==> config.mk <==
export PLATFORM = sky130hd
export DESIGN_NAME = accum_dump
export DESIGN_NICKNAME = d
export VERILOG_FILES = /design/src/rtl/accum_dump_pkg.sv /design/src/rtl/accum_dump_round_sat.sv /design/src/rtl/accum_dump.sv
export SDC_FILE = /design/constraint.sdc
export NUM_CORES = 1
export LEC_CHECK = 0
export BUFFER_PORTS_ARGS = -buffer_cell sky130_fd_sc_hd__buf_2
export CAP_MARGIN = 20
export CORE_MARGIN = 10
export CORE_UTILIZATION = 45
export DETAILED_ROUTE_END_ITERATION = 10
export HOLD_SLACK_MARGIN = 0.1
export MAX_ROUTING_LAYER = met4
export PLACE_DENSITY = 0.7
export SKIP_LAST_GASP = 1
export SYNTH_ARGS = -nofsm -noshare
export SYNTH_HDL_FRONTEND = slang
export SYNTH_SLANG_ARGS = --single-unit
==> constraint.sdc <==
create_clock -name clk -period 9.9 [get_ports clk]
set_input_delay 1.98 -clock clk [delete_from_list [all_inputs] [get_ports clk]]
set_output_delay 1.98 -clock clk [all_outputs]
set_load 0.005 [all_outputs]
==> src/rtl/accum_dump_pkg.sv <==
// Shared default widths for the accumulate-and-dump datapath and its rounding stage.
package accum_dump_pkg;
   localparam int DEF_WIDTH_IN  = 48;
   localparam int DEF_WIDTH_ACC = 56;
   localparam int DEF_WIDTH_OUT = 32;
   localparam int DEF_SHIFT     = 16;
   localparam int DEF_WIDTH_LEN = 16;
endpackage

==> src/rtl/accum_dump_round_sat.sv <==
// Combinational round-half-up, arithmetic right shift and saturation to a narrower signed width.
module accum_dump_round_sat
   import accum_dump_pkg::*;
#(
   parameter int WIDTH_IN  = DEF_WIDTH_ACC,
   parameter int WIDTH_OUT = DEF_WIDTH_OUT,
   parameter int SHIFT     = DEF_SHIFT
) (
   input  logic [WIDTH_IN-1:0]  din,
   output logic [WIDTH_OUT-1:0] dout,
   output logic                 clip
);
   localparam int RSH = (SHIFT == 0) ? 0 : SHIFT - 1;
   localparam logic signed [WIDTH_IN:0] RND =
      (SHIFT == 0) ? '0 : ({{WIDTH_IN{1'b0}}, 1'b1} << RSH);
   localparam logic signed [WIDTH_IN:0] OUT_MAX =
      {{(WIDTH_IN + 2 - WIDTH_OUT){1'b0}}, {(WIDTH_OUT - 1){1'b1}}};
   localparam logic signed [WIDTH_IN:0] OUT_MIN =
      {{(WIDTH_IN + 2 - WIDTH_OUT){1'b1}}, {(WIDTH_OUT - 1){1'b0}}};

   // One guard bit so the rounding add can never wrap.
   logic signed [WIDTH_IN:0] ext;
   logic signed [WIDTH_IN:0] rsum;
   logic signed [WIDTH_IN:0] r;

   always_comb begin
      ext  = {din[WIDTH_IN-1], din};
      rsum = ext + RND;
      r    = rsum >>> SHIFT;
      clip = 1'b0;
      dout = r[WIDTH_OUT-1:0];
      if (r > OUT_MAX) begin
         dout = {1'b0, {(WIDTH_OUT - 1){1'b1}}};
         clip = 1'b1;
      end else if (r < OUT_MIN) begin
         dout = {1'b1, {(WIDTH_OUT - 1){1'b0}}};
         clip = 1'b1;
      end
   end
endmodule

==> src/rtl/accum_dump.sv <==
// Sums signed product beats per packet or per len-beat block and emits one rounded, saturated beat per dump.
module accum_dump
   import accum_dump_pkg::*;
#(
   parameter int WIDTH_IN  = DEF_WIDTH_IN,
   parameter int WIDTH_ACC = DEF_WIDTH_ACC,
   parameter int WIDTH_OUT = DEF_WIDTH_OUT,
   parameter int SHIFT     = DEF_SHIFT,
   parameter int WIDTH_LEN = DEF_WIDTH_LEN
) (
   input  logic                 clk,
   input  logic                 reset,
   input  logic                 clear,
   input  logic [WIDTH_LEN-1:0] len,
   input  logic [WIDTH_IN-1:0]  i_tdata,
   input  logic                 i_tlast,
   input  logic                 i_tvalid,
   output logic                 i_tready,
   output logic [WIDTH_OUT-1:0] o_tdata,
   output logic                 o_tlast,
   output logic                 o_tvalid,
   input  logic                 o_tready,
   output logic                 o_clip
);
   logic [WIDTH_ACC-1:0] acc;
   logic [WIDTH_ACC-1:0] sum;
   logic [WIDTH_LEN-1:0] cnt;
   logic                 take;
   logic                 dump;
   logic [WIDTH_OUT-1:0] rs_dat;
   logic                 rs_clip;

   // Single holding register: accept while it is empty or draining this cycle.
   assign i_tready = reset & ~clear & (~o_tvalid | o_tready);
   assign take     = i_tvalid & i_tready;
   assign sum      = acc + WIDTH_ACC'(signed'(i_tdata));
   assign dump     = i_tlast | ((len != '0) & (cnt == len - WIDTH_LEN'(1)));

   accum_dump_round_sat #(
      .WIDTH_IN  (WIDTH_ACC),
      .WIDTH_OUT (WIDTH_OUT),
      .SHIFT     (SHIFT)
   ) u_round_sat (
      .din  (sum),
      .dout (rs_dat),
      .clip (rs_clip)
   );

   always_ff @(posedge clk) begin
      if (!reset || clear) begin
         acc      <= '0;
         cnt      <= '0;
         o_tdata  <= '0;
         o_tlast  <= 1'b0;
         o_tvalid <= 1'b0;
         o_clip   <= 1'b0;
      end else begin
         if (o_tvalid && o_tready) begin
            o_tvalid <= 1'b0;
            o_tlast  <= 1'b0;
         end
         // A dump in the same cycle as a drain reloads the register without a bubble.
         if (take) begin
            if (dump) begin
               o_tdata  <= rs_dat;
               o_tlast  <= 1'b1;
               o_tvalid <= 1'b1;
               acc      <= '0;
               cnt      <= '0;
               if (rs_clip) o_clip <= 1'b1;
            end else begin
               acc <= sum;
               cnt <= cnt + WIDTH_LEN'(1);
            end
         end
      end
   end
endmodule
### Yosys cells after proc, flatten, opt, wreduce, memory -nomap -nowiden

Index checks and enable logic that the tools add are counted.
W data, S select, Z words.

* register bits: 107
* output and inout port bits: 36
* input bits: 70
* word-level logic and storage cells: 39

* bitwise logic cells: 8
* eq/ne operators: 1
* multiplexer cells: 12
* order comparisons: 2
* add/subtract/negate cells: 4
* reduce and logical (&&, ||, !) cells: 6

Operators by type and width (count)
* $mux W32: 2
* $add A56 B17 Y57 const B: 1
* $add A56 B56 Y56: 1
* $mux W56: 1
* $gt A41 B32 Y1 const B: 1
* $lt A41 B32 Y1 const B: 1
* $add A16 B1 Y16 const B: 1
* $eq A16 B16 Y1: 1
* $mux W16: 1
* $reduce_bool A16 Y1: 1
* $sub A16 B1 Y16 const B: 1
* $mux W1: 8
* $and A1 B1 Y1: 4
* $reduce_and A3 Y1: 1
* $not A1 Y1: 2
* $or A1 B1 Y1: 2
* $reduce_and A2 Y1: 1
* $logic_and A1 B1 Y1: 1
* $logic_not A1 Y1: 1
* $logic_or A1 B1 Y1: 1

### Depth between registers and ports, before layout

Gate-level depths: netlist of run 1.

* depth in word-level cells: 6
* depth in mapped cells: 18

### Hierarchy

From an unflattened synthesis of run 1, not the netlist that was laid out.

* cell total of the unflattened synthesis: 1144
* area, all modules: 8729.6 um^2

Modules (own cells, without submodules)
* accum_dump: instances 1, area an instance 7363.3 um^2, cells an instance 955
* accum_dump_round_sat: instances 1, area an instance 1366.3 um^2, cells an instance 189

### Worst setup path after synthesis of run 1

No wires, ideal clock.

* kind: input-to-reg
* start point: input port i_tdata[0]
* end point: register o_tdata[16]
* library setup time: 0.122 ns
* stages on the path: 18
* data required time: 9.778 ns
* setup slack: 4.036 ns
* arrival: 5.742 ns
* buffers on the path: 2
* cell sequence: ha_1 fa_1 a211oi_1 o211ai_1 a21oi_2 o21bai_1 xor2_1 ha_1 inv_1 nor4_2 and3_1 nand2_2 nor4_2 o22ai_2 o21a_1 buf_6 buf_6 a221o_1

* longest elaborated chain between the ends: 5

Ends and longest elaborated chain
* start: declaration: line accum_dump.sv:15 `input logic [WIDTH_IN-1:0] i_tdata,`
* $add A56 B56 Y56 (*): line accum_dump.sv:36 `assign sum = acc + WIDTH_ACC'(signed'(i_tdata));`
* $add A56 B17 Y57 (*): line accum_dump_round_sat.sv:28 `rsum = ext + RND;`
* $lt A41 B32 Y1: line accum_dump_round_sat.sv:35 `end else if (r < OUT_MIN) begin`
* $mux W32: line accum_dump_round_sat.sv:35
* $mux W32 (*): line accum_dump_round_sat.sv:32 `if (r > OUT_MAX) begin`
* end signal: assignment: line accum_dump.sv:65 `o_tdata <= rs_dat;`
* end: declaration: line accum_dump.sv:19 `output logic [WIDTH_OUT-1:0] o_tdata,`

Mark *: on every way between the ends. The rest lies on a longest branch, timed or not.
A chain may end at the register's enable or synchronous reset.

### Worst setup path in the final report of run 1

* start point: input port i_tdata[13]
* end point: register o_tdata[9]

Same word-level chain as after synthesis.

==> results_dict.tcl, run 1 <==
set metrics [dict create \
    ant_nets 0 \
    pin_count 106 \
    top_layer_used "met4" \
    final_common_cell "nand2_1" \
    cp_max_fo 19 \
    met1_length_um 15300 \
    cp.arrival_ns 6.67 \
    cts_resized 0 \
    start_kind "input pin" \
    numPortBuffers 105 \
    fin_tns_setup_ns 0 \
    synth_edf_count 0 \
    hp-class "flip-flop to flip-flop" \
    max_stage_delay_ns 0.60 \
    slew_viol_final 0 \
    final-hold-violation-count 0 \
    grt_max_degree 68 \
    post_synth_num_cell_types 89 \
    maxCapViolations 0 \
    worstMarginPinSlew_ns 1.07 \
    p_sw_w 0.000346 \
    worst-r2r-cell-count 14 \
    clock_skew_ns 0.0160 \
    rsz0062_at_grt "no" \
    p_clk_share_pct 37.4 \
    clk_pin_slew_ns 0.08 \
    antenna_found_initial 0 \
    p_per_area_mw_per_mm2 101 \
    cp_top_family "compound AO/OA/AOI/OAI gates" \
    die_w_um 166 \
    peakVddDrop_uv 73.1 \
    cts_tree "done" \
    fmax_ghz 0.156 \
    clock_sinks 107 \
    ctsHoldBuffers 0 \
    yosys_register_bits 107 \
    h-tree-depth 3 \
    gp_congestion 0.995 \
    cpMaxStageDelayCell "a221oi_2" \
    area.sequential_sq_mm 0.00214 \
    cts.root.buffer_cell "clkbuf_16" \
    crit_top_cell "nand4_1" \
    cts_made_buffers 9 \
    dp_hpwl_um 25100 \
    path_class "input pin to flip-flop" \
    p_int_w 0.000715 \
    overflow 0 \
    crit_chain "buf_2 > ha_1 > a21oi_1 > o21ai_1 > a221oi_2 > nand2_1 > xor2_1 > nand4_1 > nor4_2 > nand4_1 > or2_1 > mux2i_1 > o22ai_2 > o21a_1 > a221o_1" \
    ys_warn_count 0 \
    fin_crit_sh_pct 64.9 \
    status "completed" \
    fin_crit_ns 6.43 \
    grt_pass1_wl_um 50800 \
    worst_ep_required_time_ns 10.15 \
    nNetsFinal 1473 \
    seq_power_share_pct 41.7 \
    wl_met2_um 13500 \
    slew_headroom_pct 28.7 \
    pre_cts_ws_ns 3.18 \
    drc 0 \
    wl_per_cell_um 19.8 \
    cp-end-kind "flip-flop" \
    clkLatencyLatePin_ns 0.37 \
    clockBufferDepth 2 \
    mostFrequentLayoutCells "nand2_1 (136), a21oi_1 (128), nor2_1 (124)" \
    synth_area_per_cell_sq_um 7.46 \
    hold_depth 2 \
    initial_core_util_pct 45.8 \
    ys_seq_area_share_pct 22.2 \
    drtIter0Drc 853 \
    die_h_um 166 \
    antenna_cells 0 \
    drive_gt1_share_pct 13.0 \
    synth_area_sq_mm 0.00963 \
    path_buf_inv 1 \
    grt_pass1_vias 9453 \
    ys_async_sr_fraction_pct 0 \
    finalSetupViolations 0 \
    cts_setup_buffers 0 \
    crit_cells 15 \
    drt_wl_total_um 32100 \
    grt_use_total_pct 22.5 \
    vias 10100 \
    synthesis.instances 1291 \
    vias_per_cell 6.22 \
    dieArea_sq_mm 0.0277 \
    syn2layout_area_growth_pct 9.61 \
    multi_input_area_sq_mm 0.00712 \
    core_sq_mm 0.0210 \
    drtPass1Iterations 5 \
    num_rows 53 \
    switching_share_pct 32.6 \
    pwr-share-comb_pct 21.0 \
    hold_slack_ns 0.454 \
    cellLeakagePower_nw 3.99 \
    ys.flop_type "dfxtp_1" \
    dr_wl_met3_um 2640 \
    fillers 2146 \
    worst_slack_ns 3.47 \
    synth_nets 1420 \
]
==> state kept, by name, indices dropped and copies added, names as in the netlist <==
register,flops
acc,56
cnt,16
o_clip,1
o_tdata,32
o_tlast,1
o_tvalid,1
==> routing by layer <==
layer / vias to the layer above / global-route usage [%]
met4: 0 / 5.84
met1: 4705 / 31.5
met3: 33 / 3.74
met5: - / -
li1: 4940 / -
met2: 422 / 32.8
==> per-stage QoR <==
| stage | power, W | util (%) | cells | area (sq um) |
|---|---|---|---|---|
| 2_1_floorplan | 0.000600 | - | 1291 | 9630 |
| 3_3_place_gp | 0.000668 | 48.8 | 1608 | 10300 |
| 3_5_place_dp | 0.000670 | 48.8 | 1608 | 10300 |
| 4_1_cts | 0.00106 | 50.2 | 1623 | 10600 |
| 5_1_grt | 0.00110 | 50.2 | 1623 | 10600 |
| 6_report | 0.00106 | 50.2 | 1623 | 10600 |
==> Yosys cell counts, types with 7 or more instances <==
master      n  area, sq um
a31oi_1     7         43.8
and3_1     11         68.8
nand3_1    62          310
clkbuf_1   33          124
a21oi_1   128          641
nor2_1    124          465
o211ai_1   17          128
or3_1      10         62.6
a221o_1    18          180
o21a_1     15          113
ha_1       58          726
dfxtp_1   107         2140
a22o_1     13          114
nand4_1    47          294
mux2i_1     7         70.1
nor4_1      9         56.3
xor2_1     48          420
and4_1     12          105
a21o_1     15          113
nand2_1   137          514
o21ai_1    12         60.1
o21ai_0    68          340
a211oi_1   15          113
nor3_1     51          255
and2_1     10         62.6
o21bai_1    7         52.6
o31ai_1    11         82.6
xnor2_1    62          543
buf_2      32          160
inv_1      13         48.8
a22oi_1    10         75.1
==> path summary, 6_finish.rpt <==
path	slack, ns	endpoint	from
worst max-delay path	3.47	o_tdata[9]	i_tdata[13]
worst min-delay path	0.45	o_clip	o_clip
worst max register to register	4.88	o_tdata[9]	acc[13]
worst min register to register	0.45	o_clip	o_clip
==> logic make-up (layout without fill, tap and decap cells) <==
group | count (synthesis) | count (layout) | share of synthesized area [%]
compound gates | 400 | 400 | 28.1
xor+xnor | 110 | 110 | 10.0
fa+ha+maj | 59 | 59 | 7.74
buf+inv | 86 | 143 | 4.09
flops | 107 | 107 | 22.2
mux | 7 | 7 | 0.727
simple gates | 522 | 522 | 27.1
==> worst min-delay path, delay by kind of cell (launching register included) <==
kind | cells | cell delay, ns
simple gates | 1 | 0.04
flops | 1 | 0.33
compound gates | 1 | 0.05
==> area by class of cell <==
class | count | area share (%)
Clock buffer | 9 | 2.13
Clock inverter | 6 | 0.782
Inverter | 13 | 0.462
Multi-Input combinational cell | 1098 | 67.4
Sequential cell | 107 | 20.3
Tap cell | 275 | 3.26
Timing Repair Buffer | 115 | 5.69
==> power groups by stage <==
stage / sequential (W) / clock, W / combinational (W)
floorplan: 0.000452 / 0 / 0.000148
global placement: 0.000453 / 0 / 0.000216
detailed placement: 0.000453 / 0 / 0.000217
CTS: 0.000443 / 0.000401 / 0.000218
global route: 0.000444 / 0.000415 / 0.000242
finish: 0.000443 / 0.000397 / 0.000223
(Power assumes the default switching activity.)
==> run 2, diff against run 1 <==
==> constraint.sdc (replaced) <==
create_clock -name clk -period 6.18 [get_ports clk]
set_input_delay 1.236 -clock clk [delete_from_list [all_inputs] [get_ports clk]]
set_output_delay 1.236 -clock clk [all_outputs]
set_load 0.005 [all_outputs]
==> run 2 against run 1 <==
Count of clock-buffer cells in the layout stayed put. Sequential share of layout area fell by 0.23 points. Clock power grew 52%. Cell area up 1.2%. Largest power group unchanged. Final cell count increased by 1.1%. Total power rose by 58%. Clock skew down 0.0020 ns. Via count is 1.9% higher. Hold slack better by 0.00061 ns. Worst setup slack got worse by 3.0 ns. Critical path depth unchanged.
==> results_dict.tcl, run 2 (same netlist as run 1, synthesis figures left out) <==
set metrics [dict create \
    cts.root.buffer_cell "clkbuf_16" \
    pre_cts_ws_ns 0.234 \
    die_h_um 166 \
    ctsHoldBuffers 0 \
    ant_nets 0 \
    hp-start "o_tlast" \
    num_rows 53 \
    largest_register_ff_count 56 \
    crit_cells 15 \
    h-tree-depth 3 \
    cts_setup_buffers 0 \
    cp_top_family "compound AO/OA/AOI/OAI gates" \
    path_buf_inv 1 \
    cts_made_buffers 9 \
    vias 10291 \
    die_w_um 166 \
    holdPathEnd "o_tlast" \
    crit_chain "buf_2 > ha_1 > fa_1 > a211oi_1 > o211ai_1 > a21oi_2 > o2111a_1 > o31ai_1 > xnor2_1 > nor3_1 > and4_1 > nand4_1 > a21oi_1 > o21a_1 > a2bb2oi_1" \
    clk_pin_slew_ns 0.08 \
    overflow 0 \
    rsz0062_at_grt "no" \
    cellLeakagePower_nw 4.08 \
    clock_sinks 107 \
    worstMarginPinSlew_ns 0.929 \
    drc 0 \
    final-hold-violation-count 0 \
    worst_slack_ns 0.493 \
    fin_util_pct 50.8 \
    rrSetupSlack_ns 1.16 \
    core_sq_mm 0.0210 \
    vias_per_cell 6.27 \
    dieArea_sq_mm 0.0277 \
    dp_hpwl_um 25600 \
    clockBufferDepth 2 \
    syn2layout_area_growth_pct 10.9 \
    drive_gt1_share_pct 14.1 \
    pin_count 106 \
    peakVddDrop_uv 118 \
    worst_ep_required_time_ns 6.48 \
    fin_crit_sh_pct 92.0 \
    initial_core_util_pct 45.8 \
    grt_use_total_pct 23.0 \
    max_stage_delay_ns 0.58 \
    fillers 2093 \
    cp.arrival_ns 5.99 \
    antenna_found_initial 0 \
    worst-r2r-cell-count 14 \
    clock_skew_ns 0.0141 \
    r2r_end "o_tdata[23]" \
    reg2reg_from "acc[0]" \
    drt_wl_total_um 32400 \
    numPortBuffers 105 \
    fin_crit_ns 5.69 \
    hp-class "flip-flop to flip-flop" \
    slew_viol_final 0 \
    final_common_cell "nand2_1" \
    grt_pass1_wl_um 51800 \
    largest_registers "acc: 56 flops, o_tdata: 32 flops, cnt: 16 flops" \
    cpMaxStageDelayCell "o21a_1" \
    nNetsFinal 1490 \
    status "completed" \
    fin_tns_setup_ns 0 \
    cp_max_fo 19 \
    wl_per_cell_um 19.8 \
    path_class "input pin to flip-flop" \
    maxCapViolations 0 \
    cts_resized 0 \
    cts_tree "done" \
    hold_depth 2 \
    finalSetupViolations 0 \
    drtIter0Drc 988 \
    clkLatencyLatePin_ns 0.38 \
    grt_pass1_vias 9788 \
    start_kind "input pin" \
    fmax_ghz 0.176 \
    mostFrequentLayoutCells "nand2_1 (136), a21oi_1 (128), nor2_1 (124)" \
    regMostFlops "acc" \
    gp_congestion 1.01 \
    grt_max_degree 68 \
    antenna_cells 0 \
    p_per_area_mw_per_mm2 157 \
    drtPass1Iterations 5 \
    cp-end-kind "flip-flop" \
    slew_headroom_pct 37.9 \
]
==> run 2: worst reg2reg max path, delay by kind of cell (launching register included) <==
kind / cells / cell delay (ns)
adder cells (fa/ha/maj): 2 / 0.67
AND/OR/NAND/NOR: 3 / 1.24
XOR/XNOR: 1 / 0.27
AO/OA/AOI/OAI: 8 / 2.48
flip-flops: 1 / 0.31
==> run 2: per-layer routing <==
metal	vias up	track usage [%]	share of wire (%)
met2	453	33.5	42
met1	4827	31.4	47
met3	60	4.19	8.1
li1	4951	-	-
met5	-	-	0
met4	0	7.29	2.6
==> run 2: report_power, final <==
| group | total (W) | switching (W) | internal, W |
|---|---|---|---|
| Clock | 0.000605 | 0.000314 | 0.000290 |
| Sequential | 0.000709 | 0.00000738 | 0.000702 |
| Combinational | 0.000368 | 0.000239 | 0.000129 |
| Total | 0.00168 | 0.000561 | 0.00112 |
==> run 2: cell type report <==
| class | instances | area, sq um | share of cell area (%) |
|---|---|---|---|
| well taps | 275 | 344 | 3.22 |
| clock buffers | 9 | 225 | 2.11 |
| repair buffers | 132 | 728 | 6.82 |
| inverters | 13 | 48.8 | 0.457 |
| flip-flops and latches | 107 | 2140 | 20.1 |
| clock inverters | 7 | 77.6 | 0.726 |
| multi-input cells | 1098 | 7120 | 66.6 |
==> run 2: metrics by stage <==
stage,hold WS [ns],instances,area (sq um),power [W]
after floorplan,0.436,1291,9630,0.000961
after global placement,0.440,1625,10400,0.00108
after detailed placement,0.445,1625,10400,0.00108
after CTS,0.456,1641,10700,0.00169
after global routing,0.479,1641,10700,0.00176
final,0.455,1641,10700,0.00168
==> run 2: how the worst max path moves through the flow <==
| stage | start | slack, ns | endpoint |
|---|---|---|---|
| after floorplan | i_tdata[0] | 1.06 | o_tdata[16] |
| after global placement | i_tdata[0] | 0.26 | o_tdata[16] |
| after detailed placement | i_tdata[0] | 0.23 | o_tdata[7] |
| after CTS | i_tdata[0] | 0.60 | o_tdata[0] |
| after global routing | i_tdata[0] | 0.20 | o_tdata[23] |
| final | i_tdata[0] | 0.49 | o_tdata[23] |
==> run 3, diff against run 2 <==
--- a/config.mk
+++ b/config.mk
@@ -5,7 +5,7 @@
 export SDC_FILE = /design/constraint.sdc
 export NUM_CORES = 1
 export LEC_CHECK = 0
-export BUFFER_PORTS_ARGS = -buffer_cell sky130_fd_sc_hd__buf_2
+export BUFFER_PORTS_ARGS = -buffer_cell sky130_fd_sc_hd__buf_4
 export CAP_MARGIN = 20
 export CORE_MARGIN = 10
 export CORE_UTILIZATION = 45
==> run 3 against run 2 <==
Count of clock-buffer cells in the layout unchanged. Total power increased by 4.1%. Flip-flop and latch count unchanged. Critical endpoint is now o_tdata[16]. Final cell count about the same. Largest cell class unchanged. Highest routed layer unchanged. Cell area increased by 2.8%. Die area unchanged. Clock power increased by 8.4%.
==> results_dict.tcl, run 3 (same netlist as run 1, synthesis figures left out) <==
set metrics [dict create \
    drive_gt1_share_pct 14.2 \
    antenna_found_initial 0 \
    final-hold-violation-count 0 \
    start_kind "input pin" \
    rsz0062_at_grt "no" \
    hold_depth 2 \
    cpMaxStageDelayCell "nor3_1" \
    slew_headroom_pct 36.9 \
    rrSetupSlack_ns 0.93 \
    overflow 0 \
    cp.arrival_ns 6.23 \
    core_sq_mm 0.0210 \
    crit_chain "buf_4 > ha_1 > fa_1 > a211oi_1 > o211ai_1 > a21oi_2 > o2111a_1 > o31ai_1 > xnor2_1 > nor3_1 > nand4_1 > or3_1 > a21oi_1 > nand4_1 > a31oi_4 > a221o_1" \
    grt_max_degree 67 \
    crit_cells 16 \
    die_w_um 166 \
    h-tree-depth 3 \
    clkLatencyLatePin_ns 0.37 \
    p_per_area_mw_per_mm2 159 \
    die_h_um 166 \
    worst-r2r-cell-count 15 \
    dp_hpwl_um 25600 \
    fin_crit_ns 5.93 \
    cts.root.buffer_cell "clkbuf_16" \
    vias 10235 \
    vias_per_cell 6.23 \
    clock_skew_ns 0.0116 \
    holdPathEnd "acc[0]" \
    status "completed" \
    cts_resized 0 \
    largest_registers "acc: 56 flops, o_tdata: 32 flops, cnt: 16 flops" \
    largest_register_ff_count 56 \
    dieArea_sq_mm 0.0277 \
    fillers 2086 \
    worst_slack_ns 0.254 \
    crit_top_cell "nand4_1" \
    fmax_ghz 0.169 \
    clock_sinks 107 \
    hold_slack_ns 0.459 \
    fin_tns_setup_ns 0 \
    ctsHoldBuffers 0 \
    cp_top_family "compound AO/OA/AOI/OAI gates" \
    drtPass1Iterations 5 \
    grt_pass1_wl_um 51000 \
    ant_nets 0 \
    cellLeakagePower_nw 4.15 \
    numPortBuffers 105 \
    pre_cts_ws_ns 0.0646 \
    layout.cells.non_filler 1642 \
    hp-class "flip-flop to flip-flop" \
    worstMarginPinSlew_ns 0.944 \
    dpl.cell_count 1627 \
    worst_ep_required_time_ns 6.49 \
    r2r_end "o_tdata[16]" \
    hp-start "acc[0]" \
    antenna_cells 0 \
    wl_per_cell_um 19.8 \
    cp-end-kind "flip-flop" \
    drtIter0Drc 839 \
    fin_crit_sh_pct 95.9 \
    reg2reg_from "acc[0]" \
    grt_use_total_pct 22.6 \
    mostFrequentLayoutCells "nand2_1 (136), buf_4 (134), a21oi_1 (128)" \
    pin_count 106 \
    path_buf_inv 1 \
    path_class "input pin to flip-flop" \
    final_common_cell "nand2_1" \
    syn2layout_area_growth_pct 14.0 \
    peakVddDrop_uv 106 \
    nNetsFinal 1492 \
    grt_pass1_vias 9342 \
    cts_tree "done" \
    fin_util_pct 52.2 \
    clk_pin_slew_ns 0.08 \
    cts_setup_buffers 0 \
    num_rows 53 \
    slew_viol_final 0 \
    initial_core_util_pct 45.8 \
    cp_max_fo 18 \
    drc 0 \
    gp_congestion 1.03 \
    finalSetupViolations 0 \
    max_stage_delay_ns 0.59 \
    maxCapViolations 0 \
    drt_wl_total_um 32500 \
    clockBufferDepth 2 \
    regMostFlops "acc" \
    cts_made_buffers 9 \
]
[run 3: area by class of cell]
type	count	area, sq um	area share [%]
well taps	275	344	3.13
clock buffers	9	225	2.05
clock inverters	6	96.3	0.877
multi-input cells	1098	7120	64.8
inverters	13	48.8	0.444
repair buffers	134	1010	9.16
flip-flops and latches	107	2140	19.5
[run 3: worst min-delay path: cells and delay by family (launching register included)]
family / cells / cell delay (ns)
AO/OA/AOI/OAI: 1 / 0.05
flip-flops: 1 / 0.32
AND/OR/NAND/NOR: 1 / 0.05
[run 3: power by group]
group          switching [W]  internal, W  total (W)
combinational       0.000239     0.000146   0.000385
sequential        0.00000767     0.000702   0.000709
clock               0.000296     0.000360   0.000656
[run 3: worst max path at each step]
| stage | start | end | slack [ns] |
|---|---|---|---|
| after floorplan | i_tdata[0] | o_tdata[16] | 1.06 |
| after global placement | i_tdata[0] | o_tdata[26] | 0.08 |
| after detailed placement | i_tdata[0] | o_tdata[12] | 0.06 |
| after CTS | i_tdata[0] | o_tdata[16] | 0.42 |
| after global routing | i_tdata[0] | o_tdata[16] | 0.06 |
| final | i_tdata[0] | o_tdata[16] | 0.25 |
[run 3: metrics by stage]
| stage | total power [W] | area [sq um] |
|---|---|---|
| 3_5_place_dp | 0.00110 | 10700 |
| 6_report | 0.00175 | 11000 |
| 5_1_grt | 0.00182 | 11000 |
| 4_1_cts | 0.00175 | 11000 |
| 3_3_place_gp | 0.00110 | 10700 |
| 2_1_floorplan | 0.000961 | 9630 |
[run 3: per-layer routing]
layer | routed length [um] | GRT usage (%) | up-vias
met2 | 13600 | 32.8 | 460
li1 | - | - | 4959
met5 | 0 | - | -
met1 | 15600 | 31.8 | 4775
met4 | 632 | 5.57 | 0
met3 | 2710 | 3.55 | 41
